**config.mk**
```make
export PLATFORM = sky130hd
export DESIGN_NAME = puf_soc_ro_meas
export DESIGN_NICKNAME = d
export VERILOG_FILES = /design/src/rtl/puf_soc_ro_meas.sv
export SDC_FILE = /design/constraint.sdc
export NUM_CORES = 1
export LEC_CHECK = 0
export CORE_AREA = 10 10 125 127
export CTS_BUF_LIST = sky130_fd_sc_hd__clkbuf_4 sky130_fd_sc_hd__clkbuf_8 sky130_fd_sc_hd__clkbuf_16
export CTS_CLUSTER_SIZE = 10
export DETAILED_ROUTE_END_ITERATION = 10
export DIE_AREA = 0 0 135 137
export GPL_ROUTABILITY_DRIVEN = 1
export PLACE_DENSITY = 0.51
export REMOVE_ABC_BUFFERS = 1
export SYNTH_ARGS = -nofsm -noshare
export SYNTH_HDL_FRONTEND = slang
export SYNTH_SLANG_ARGS = --single-unit
```
**constraint.sdc**
```tcl
create_clock -name i_clk -period 5.8 [get_ports i_clk]
set_input_delay 1.16 -clock i_clk [delete_from_list [all_inputs] [get_ports i_clk]]
set_output_delay 1.16 -clock i_clk [all_outputs]
set_load 0.05 [all_outputs]
```
**src/rtl/puf_soc_ro_meas.sv**
```systemverilog
// RO-PUF measurement back end: counts edges of two ring oscillators over a gate window and compares them.
// Latency: result valid SETTLE_CYC + win_len + 1 cycles after an accepted start (1 cycle for a zero window).
// Backpressure: result and all outputs hold in DONE until i_ready; starts outside IDLE are ignored.
`timescale 1ns/100ps
module puf_soc_ro_meas #(
    parameter int CNT_BIT_SIZE = 16,
    parameter int WIN_BIT_SIZE = 12,
    parameter int SETTLE_CYC   = 4
) (
    input  logic                    i_clk,
    input  logic                    i_rst,
    input  logic                    i_start,
    input  logic [WIN_BIT_SIZE-1:0] i_win_len,
    input  logic                    i_ro_a,
    input  logic                    i_ro_b,
    output logic                    o_ro_en,
    output logic                    o_busy,
    output logic                    o_valid,
    input  logic                    i_ready,
    output logic                    o_resp,
    output logic [CNT_BIT_SIZE-1:0] o_cnt_a,
    output logic [CNT_BIT_SIZE-1:0] o_cnt_b,
    output logic                    o_ovf
);

    typedef enum logic [1:0] {IDLE, SETTLE, COUNT, DONE} state_t;

    localparam int SET_W = $clog2(SETTLE_CYC + 1);
    localparam logic [CNT_BIT_SIZE-1:0] CNT_MAX = '1;

    state_t                  state;
    state_t                  state_nxt;
    logic                    a_meta, a_sync, a_prev;
    logic                    b_meta, b_sync, b_prev;
    logic                    edge_a, edge_b;
    logic [SET_W-1:0]        settle_cnt;
    logic [WIN_BIT_SIZE-1:0] win_reg;
    logic [WIN_BIT_SIZE-1:0] win_cnt;
    logic [CNT_BIT_SIZE-1:0] cnt_a, cnt_b;
    logic                    ovf;
    logic                    start_ok;
    logic                    settle_last;
    logic                    win_last;

    assign start_ok    = (state == IDLE) && i_start;
    assign settle_last = (settle_cnt == SET_W'(SETTLE_CYC - 1));
    // win_reg is never zero while in COUNT, so the subtraction cannot wrap there
    assign win_last    = (win_cnt == win_reg - 1'b1);
    assign edge_a      = a_sync & ~a_prev;
    assign edge_b      = b_sync & ~b_prev;

    // Two-flop synchronisers followed by a previous-value register for edge detection
    always_ff @(posedge i_clk or posedge i_rst) begin
        if (i_rst) begin
            a_meta <= 1'b0;
            a_sync <= 1'b0;
            a_prev <= 1'b0;
            b_meta <= 1'b0;
            b_sync <= 1'b0;
            b_prev <= 1'b0;
        end else begin
            a_meta <= i_ro_a;
            a_sync <= a_meta;
            a_prev <= a_sync;
            b_meta <= i_ro_b;
            b_sync <= b_meta;
            b_prev <= b_sync;
        end
    end

    // State register
    always_ff @(posedge i_clk or posedge i_rst) begin
        if (i_rst) begin
            state <= IDLE;
        end else begin
            state <= state_nxt;
        end
    end

    // Next-state logic; a zero window skips straight to DONE
    always_comb begin
        state_nxt = state;
        case (state)
            IDLE: begin
                if (i_start) begin
                    state_nxt = (i_win_len == '0) ? DONE : SETTLE;
                end
            end
            SETTLE: begin
                if (settle_last) begin
                    state_nxt = COUNT;
                end
            end
            COUNT: begin
                if (win_last) begin
                    state_nxt = DONE;
                end
            end
            DONE: begin
                if (i_ready) begin
                    state_nxt = IDLE;
                end
            end
            default: state_nxt = IDLE;
        endcase
    end

    // Output decode; comparison is unsigned and a tie reports 0
    always_comb begin
        o_ro_en = (state == SETTLE) || (state == COUNT);
        o_busy  = (state != IDLE);
        o_valid = (state == DONE);
        o_resp  = (cnt_a > cnt_b);
        o_cnt_a = cnt_a;
        o_cnt_b = cnt_b;
        o_ovf   = ovf;
    end

    // Settle and window timers run only in their own state and sit at zero otherwise
    always_ff @(posedge i_clk or posedge i_rst) begin
        if (i_rst) begin
            settle_cnt <= '0;
            win_cnt    <= '0;
            win_reg    <= '0;
        end else begin
            settle_cnt <= (state == SETTLE) ? settle_cnt + 1'b1 : '0;
            win_cnt    <= (state == COUNT) ? win_cnt + 1'b1 : '0;
            if (start_ok) begin
                win_reg <= i_win_len;
            end
        end
    end

    // Saturating edge counters with a sticky overflow flag, cleared on an accepted start
    always_ff @(posedge i_clk or posedge i_rst) begin
        if (i_rst) begin
            cnt_a <= '0;
            cnt_b <= '0;
            ovf   <= 1'b0;
        end else if (start_ok) begin
            cnt_a <= '0;
            cnt_b <= '0;
            ovf   <= 1'b0;
        end else if (state == COUNT) begin
            if (edge_a) begin
                if (cnt_a == CNT_MAX) begin
                    ovf <= 1'b1;
                end else begin
                    cnt_a <= cnt_a + 1'b1;
                end
            end
            if (edge_b) begin
                if (cnt_b == CNT_MAX) begin
                    ovf <= 1'b1;
                end else begin
                    cnt_b <= cnt_b + 1'b1;
                end
            end
        end
    end

endmodule

```
Yosys cells after proc, flatten, opt, wreduce, memory -nomap -nowiden

Cells that the tools add are included.

Logic and storage cells: 69
Output and inout bits: 37
Register bits after elaboration: 68
Input port bits: 18

Bitwise operators: 4
$lt $le $gt $ge: 1
Muxes and demuxes: 22
Equality and inequality tests: 13
Reductions and logical operators: 11
Add/sub/neg operators: 5

Operators by type and width:

| cell                                                                    | count |
|---|---|
| 16-bit two-way mux                                                      | 8 |
| 16-bit by 1-bit adder with 16-bit output, second input constant         | 2 |
| 16-bit == test, second input constant                                   | 2 |
| 16-bit > comparator                                                     | 1 |
| 12-bit by 1-bit adder with 12-bit output, second input constant         | 1 |
| 12-bit == test                                                          | 1 |
| 12-bit logical NOT                                                      | 1 |
| 12-bit two-way mux                                                      | 1 |
| 12-bit by 1-bit subtractor with 12-bit output, second input constant    | 1 |
| 2-bit two-way mux                                                       | 5 |
| 2-bit inequality test, second input constant                            | 5 |
| 2-bit case mux with 4 select lines                                      | 1 |
| 2-bit nonzero test                                                      | 4 |
| 1-bit two-way mux                                                       | 6 |
| 3-bit AND reduction                                                     | 2 |
| 2-bit == test, second input constant                                    | 2 |
| 4-bit AND reduction                                                     | 1 |
| 3-bit by 1-bit adder with 3-bit output, second input constant           | 1 |
| 3-bit by 2-bit == test with 1-bit output, second input constant         | 1 |
| 3-bit two-way mux                                                       | 1 |
| 1-bit bitwise AND                                                       | 2 |
| 2-bit by 1-bit == test with 1-bit output, second input constant         | 1 |
| 2-bit logical NOT                                                       | 1 |
| 2-bit by 1-bit inequality test with 1-bit output, second input constant | 1 |
| 3 further kinds                                                         | 4 |

Longest topological paths before layout

Word-level depth: 7
Mapped depth: 9
Depth with buffers taken out: 9

Least setup slack after synthesis

OpenSTA, ideal clock, no wires.

Path type: reg-to-output
From: reg cnt_b[1], in the netlist o_cnt_b[1]
To: out o_resp
Cell stages (with the launch flop): 10
Data arrival time: 2.097 ns
Data required time: 4.640 ns
Slack: 2.543 ns
Path buffers: 0
Path through: dfrtp_1 > inv_1 > ha_1 > nor2b_1 > o21a_1 > o21ai_0 > nand2b_1 > a21oi_1 > o21ai_0 > a41o_1

Word-level cells in the longest chain between the ends: 1

RTL lines:

| item                   | RTL line | text |
|---|---|---|
| from (decl)            | 39       | `logic [CNT_BIT_SIZE-1:0] cnt_a, cnt_b;` |
| from (signal assigned) | 156      | `cnt_b <= cnt_b + 1'b1;` |
| 16-bit > comparator    | 113      | `o_resp = (cnt_a > cnt_b);` |
| to (decl)              | 20       | `output logic o_resp,` |

No other way between the ends.

Final worst setup path

From: reg cnt_a[1], in the netlist o_cnt_a[1]
To: out o_resp

Word-level cells in the longest chain between the ends: 1

RTL lines:

| item                   | RTL line | text |
|---|---|---|
| from (decl)            | 39       |  |
| from (signal assigned) | 149      | `cnt_a <= cnt_a + 1'b1;` |
| 16-bit > comparator    | 113      |  |

No other way between the ends.

==> summary.md <==
| Metric | Value |
|---|---|
| Remaining antenna violation count | 0 |
| Final RePlAce weighted congestion | 0.816 |
| Number of hold violations in the final report | 0 |
| Chip width | 135 um |
| Instance count along the most critical hold path | 0 |
| Wire length of the first global-routing pass | 15600 um |
| Number of buffers created by CTS | 9 |
| Final Cycle Share | 0.683 |
| Maximum Capacitance Violations | 0 |
| Count of buffers inserted at the top-level ports | 54 |
| Actual slew at the worst max-slew pin | 1.18 ns |
| Number of buffers between clock root and the deepest sink | 2 |
| Tmin final | 3.96 ns |
| Post-DR wirelength/cell | 15.1 um |
| Fill cells | 1316 |
| Hold endpoint | a_sync$_DFF_PP0_ |
| Worst flop-to-flop path endpoint | o_cnt_b[9]$_DFFE_PP0P_ |
| Proportion of netlist area held by the largest area contributor | 0.441 |
| Clock Sinks | 68 |
| Number of core rows | 42 |
| Layout-stage area growth over the synthesis result | 27.5% |
| Final-layout setup total negative slack | 0 ns |
| Starting Density | 0.295 |
| Yosys top cell by area | dfrtp_1 |
| Least setup slack across all paths after layout | 1.84 ns |
| Setup Fix Bufs, Post-CTS | 0 |
| Clock tree from TritonCTS | built |
| Buffer cell driving the clock tree root | clkbuf_16 |
| Area of the core | 0.0131 mm2 |
| Synth Area per Inst | 9.95 um2 |
| Path class of the lowest-slack min-delay path | reg -> reg |
| NumNets Final | 491 |
| Critical path buffers and inverters | 1 |
| Detailed router's first-iteration violation count | 148 |
| Antenna violations before repair | 0 |
| CTS H-Tree Depth | 3 |
| FF/Latch Area | 0.00170 mm2 |
| Worst relative slew slack | 0.210 |
| Critical Path Max Stage Delay | 0.70 ns |
| Post-synth cell types | 43 |
| Register clock-pin slew on the reported worst setup and hold paths | 0.06 ns |
| # hold bufs at CTS | 0 |
| Gates resized, CTS repair | 0 |
| Multi-input gate area in the final layout | 0.00202 mm2 |
| Worst reg-to-reg setup slack | 3.27 ns |
| Boundary Pins | 55 |
| Data arrival, critical path | 2.80 ns |
| Number of optimization iterations in the first detailed-route pass | 4 |
| Worst voltage drop across the vdd grid | 0.205 mV |
| Die Area | 0.0185 mm2 |
| Sort of element at the start of the critical path | register |
| Ys async rst share | 1.00 |
| Reg2reg start | state[0]$_DFFE_PP0P_ |
| Setup repair after global routing missed its margin | false |
| Fraction of final layout cells sized beyond drive strength 1 | 0.0820 |
| DPL Wire Length | 7150 um |
| Most frequent cells in the layout | dfrtp_1 (68), clkdlybuf4s50_1 (54), nor2_1 (38), xnor2_1 (33) |
| Via count | 2921 |
| Setup-failing EPs final | 0 |
| Pins Over Slew Limit | 0 |
| Cell breakdown of the critical path | ha_1 -> nor2b_1 -> o21a_1 -> o21ai_0 -> nand2b_1 -> a21oi_1 -> o21ai_0 -> a41o_1 -> clkdlybuf4s50_1 |
| Standard cell with the maximum stage delay on the critical path | clkdlybuf4s50_1 |
| Minimum setup slack after placement | 2.19 ns |
| Crit. End Element | primary output |
| Aggregate global routing overflow | 0 |
| Status | complete, no violations |
| Largest cells by area after synthesis | dfrtp_1 (44%), ha_1 (8.8%), xnor2_1 (7.5%), xor2_1 (4.5%), nor2_1 (3.8%) |
| Required time reported for the critical path endpoint | 4.64 ns |
| Number of vias per cell | 4.66 |
| Worst Setup Path Type | reg -> out |
| Syn Inst Count | 388 |
| Fraction of the yosys area taken by sequential cells | 0.441 |
| Worst hold start | a_meta$_DFF_PP0_ |
| Worst path top cell family by delay | compound AO/OA/AOI/OAI gates |
| Vias in the first global route | 2994 |
| Vert. Die Dim | 137 um |
| Post-Syn Area | 0.00386 mm2 |
| Crit Path Max Fanout | 7 |
| Highest attainable clock frequency | 0.252 GHz |
| Worst setup skew after layout | 0.00549 ns |
| Flop and latch count out of synthesis | 68 |
| Diode insertion count for antenna repair | 0 |
| Total Wirelength | 9480 um |
| Worst reg-to-reg path cell count | 8 |
| Post-route DRC | 0 |
| Maximum number of pins on one net before global-route repair | 48 |
| Power density over cell area | 379 mW/mm2 |
| Predominant post-synthesis flop cell | dfrtp_1 |
| Clock insertion delay at the later pin of the skew report | 0.33 ns |
| Yosys Warn Count | 0 |
| Leakage | 2.13 nW |
| Count of flip-flops with a built-in enable after synthesis | 0 |
| Leading cell type in the layout, fill and taps excluded | dfrtp_1 |
| Most Frequent Cell on Critical Path | o21ai_0 |
| GRT Resource Usage Total | 0.106 |
-- worst max path at each step --
| stage | from | to | slack, ns | depth (start not counted) |
|---|---|---|---|---|
| floorplan | i_start | win_reg[10]$_DFFE_PP0P_ | 2.50 | 3 |
| global placement | o_cnt_a[1]$_DFFE_PP0P_ | o_resp | 2.19 | 9 |
| detailed placement | o_cnt_a[1]$_DFFE_PP0P_ | o_resp | 2.19 | 9 |
| CTS | o_cnt_a[1]$_DFFE_PP0P_ | o_resp | 1.81 | 9 |
| global route | o_cnt_a[1]$_DFFE_PP0P_ | o_resp | 1.68 | 9 |
| finish | o_cnt_a[1]$_DFFE_PP0P_ | o_resp | 1.84 | 9 |
-- synth_stat cells (2+ instances only) --
master,instances
inv_1,28
xnor2_1,33
xor2_1,20
nand3_1,15
o21a_1,2
nand3b_1,4
clkbuf_1,7
and3_1,4
a21oi_1,14
ha_1,27
nand2b_1,4
mux2i_1,3
dfrtp_1,68
and2_1,13
nor2_1,39
or3_1,3
nand2_1,23
mux2_2,10
a21o_1,2
o21ai_0,10
nand4_1,17
nor2b_1,7
and4_4,4
nor3_1,6
nor4_1,6
and4_1,2
-- per-layer routing --
layer,up-vias,routed length [um],track usage
met2,51,4520,0.177
met1,1400,4380,0.130
met3,12,429,0.0282
li1,1458,-,-
met4,0,153,0.0371
met5,-,0,0
-- kinds of logic (layout without fill, tap and decap cells) --
| group | after synthesis | in the layout | share of synthesized area |
|---|---|---|---|
| AOI/OAI and AO/OA | 39 | 39 | 0.0661 |
| xor gates and xnor gates | 53 | 53 | 0.120 |
| adders and majority gates | 27 | 27 | 0.0875 |
| buffers and inverters | 36 | 99 | 0.0370 |
| DFF | 68 | 68 | 0.441 |
| muxes | 13 | 13 | 0.0370 |
| and+or+nand+nor | 152 | 152 | 0.211 |
-- through the flow --
| stage | cell area [um2] | hold slack [ns] | instances | utilization | power (mW) |
|---|---|---|---|---|---|
| global route | 4920 | 0.365 | 627 | 0.376 | 1.99 |
| detailed placement | 4600 | 0.341 | 611 | 0.351 | 1.30 |
| floorplan | 3820 | 0.331 | 380 | - | 1.11 |
| global placement | 4600 | 0.338 | 611 | 0.351 | 1.29 |
| CTS | 4920 | 0.354 | 627 | 0.376 | 1.89 |
| finish | 4920 | 0.349 | 627 | 0.376 | 1.87 |
-- final cells by class --
class                   count  area share
clock inverters             3     0.00865
well taps                 176      0.0448
clock buffers              13      0.0570
repair buffers             55       0.111
flip-flops and latches     68       0.346
multi-input cells         284       0.411
inverters                  28      0.0214
-- power by group --
part	switching, mW	leakage (nW)	internal, mW
registers	0.0906	0.904	0.549
logic	0.369	1.07	0.272
clock network	0.206	0.158	0.379
(Power assumes the default switching activity.)
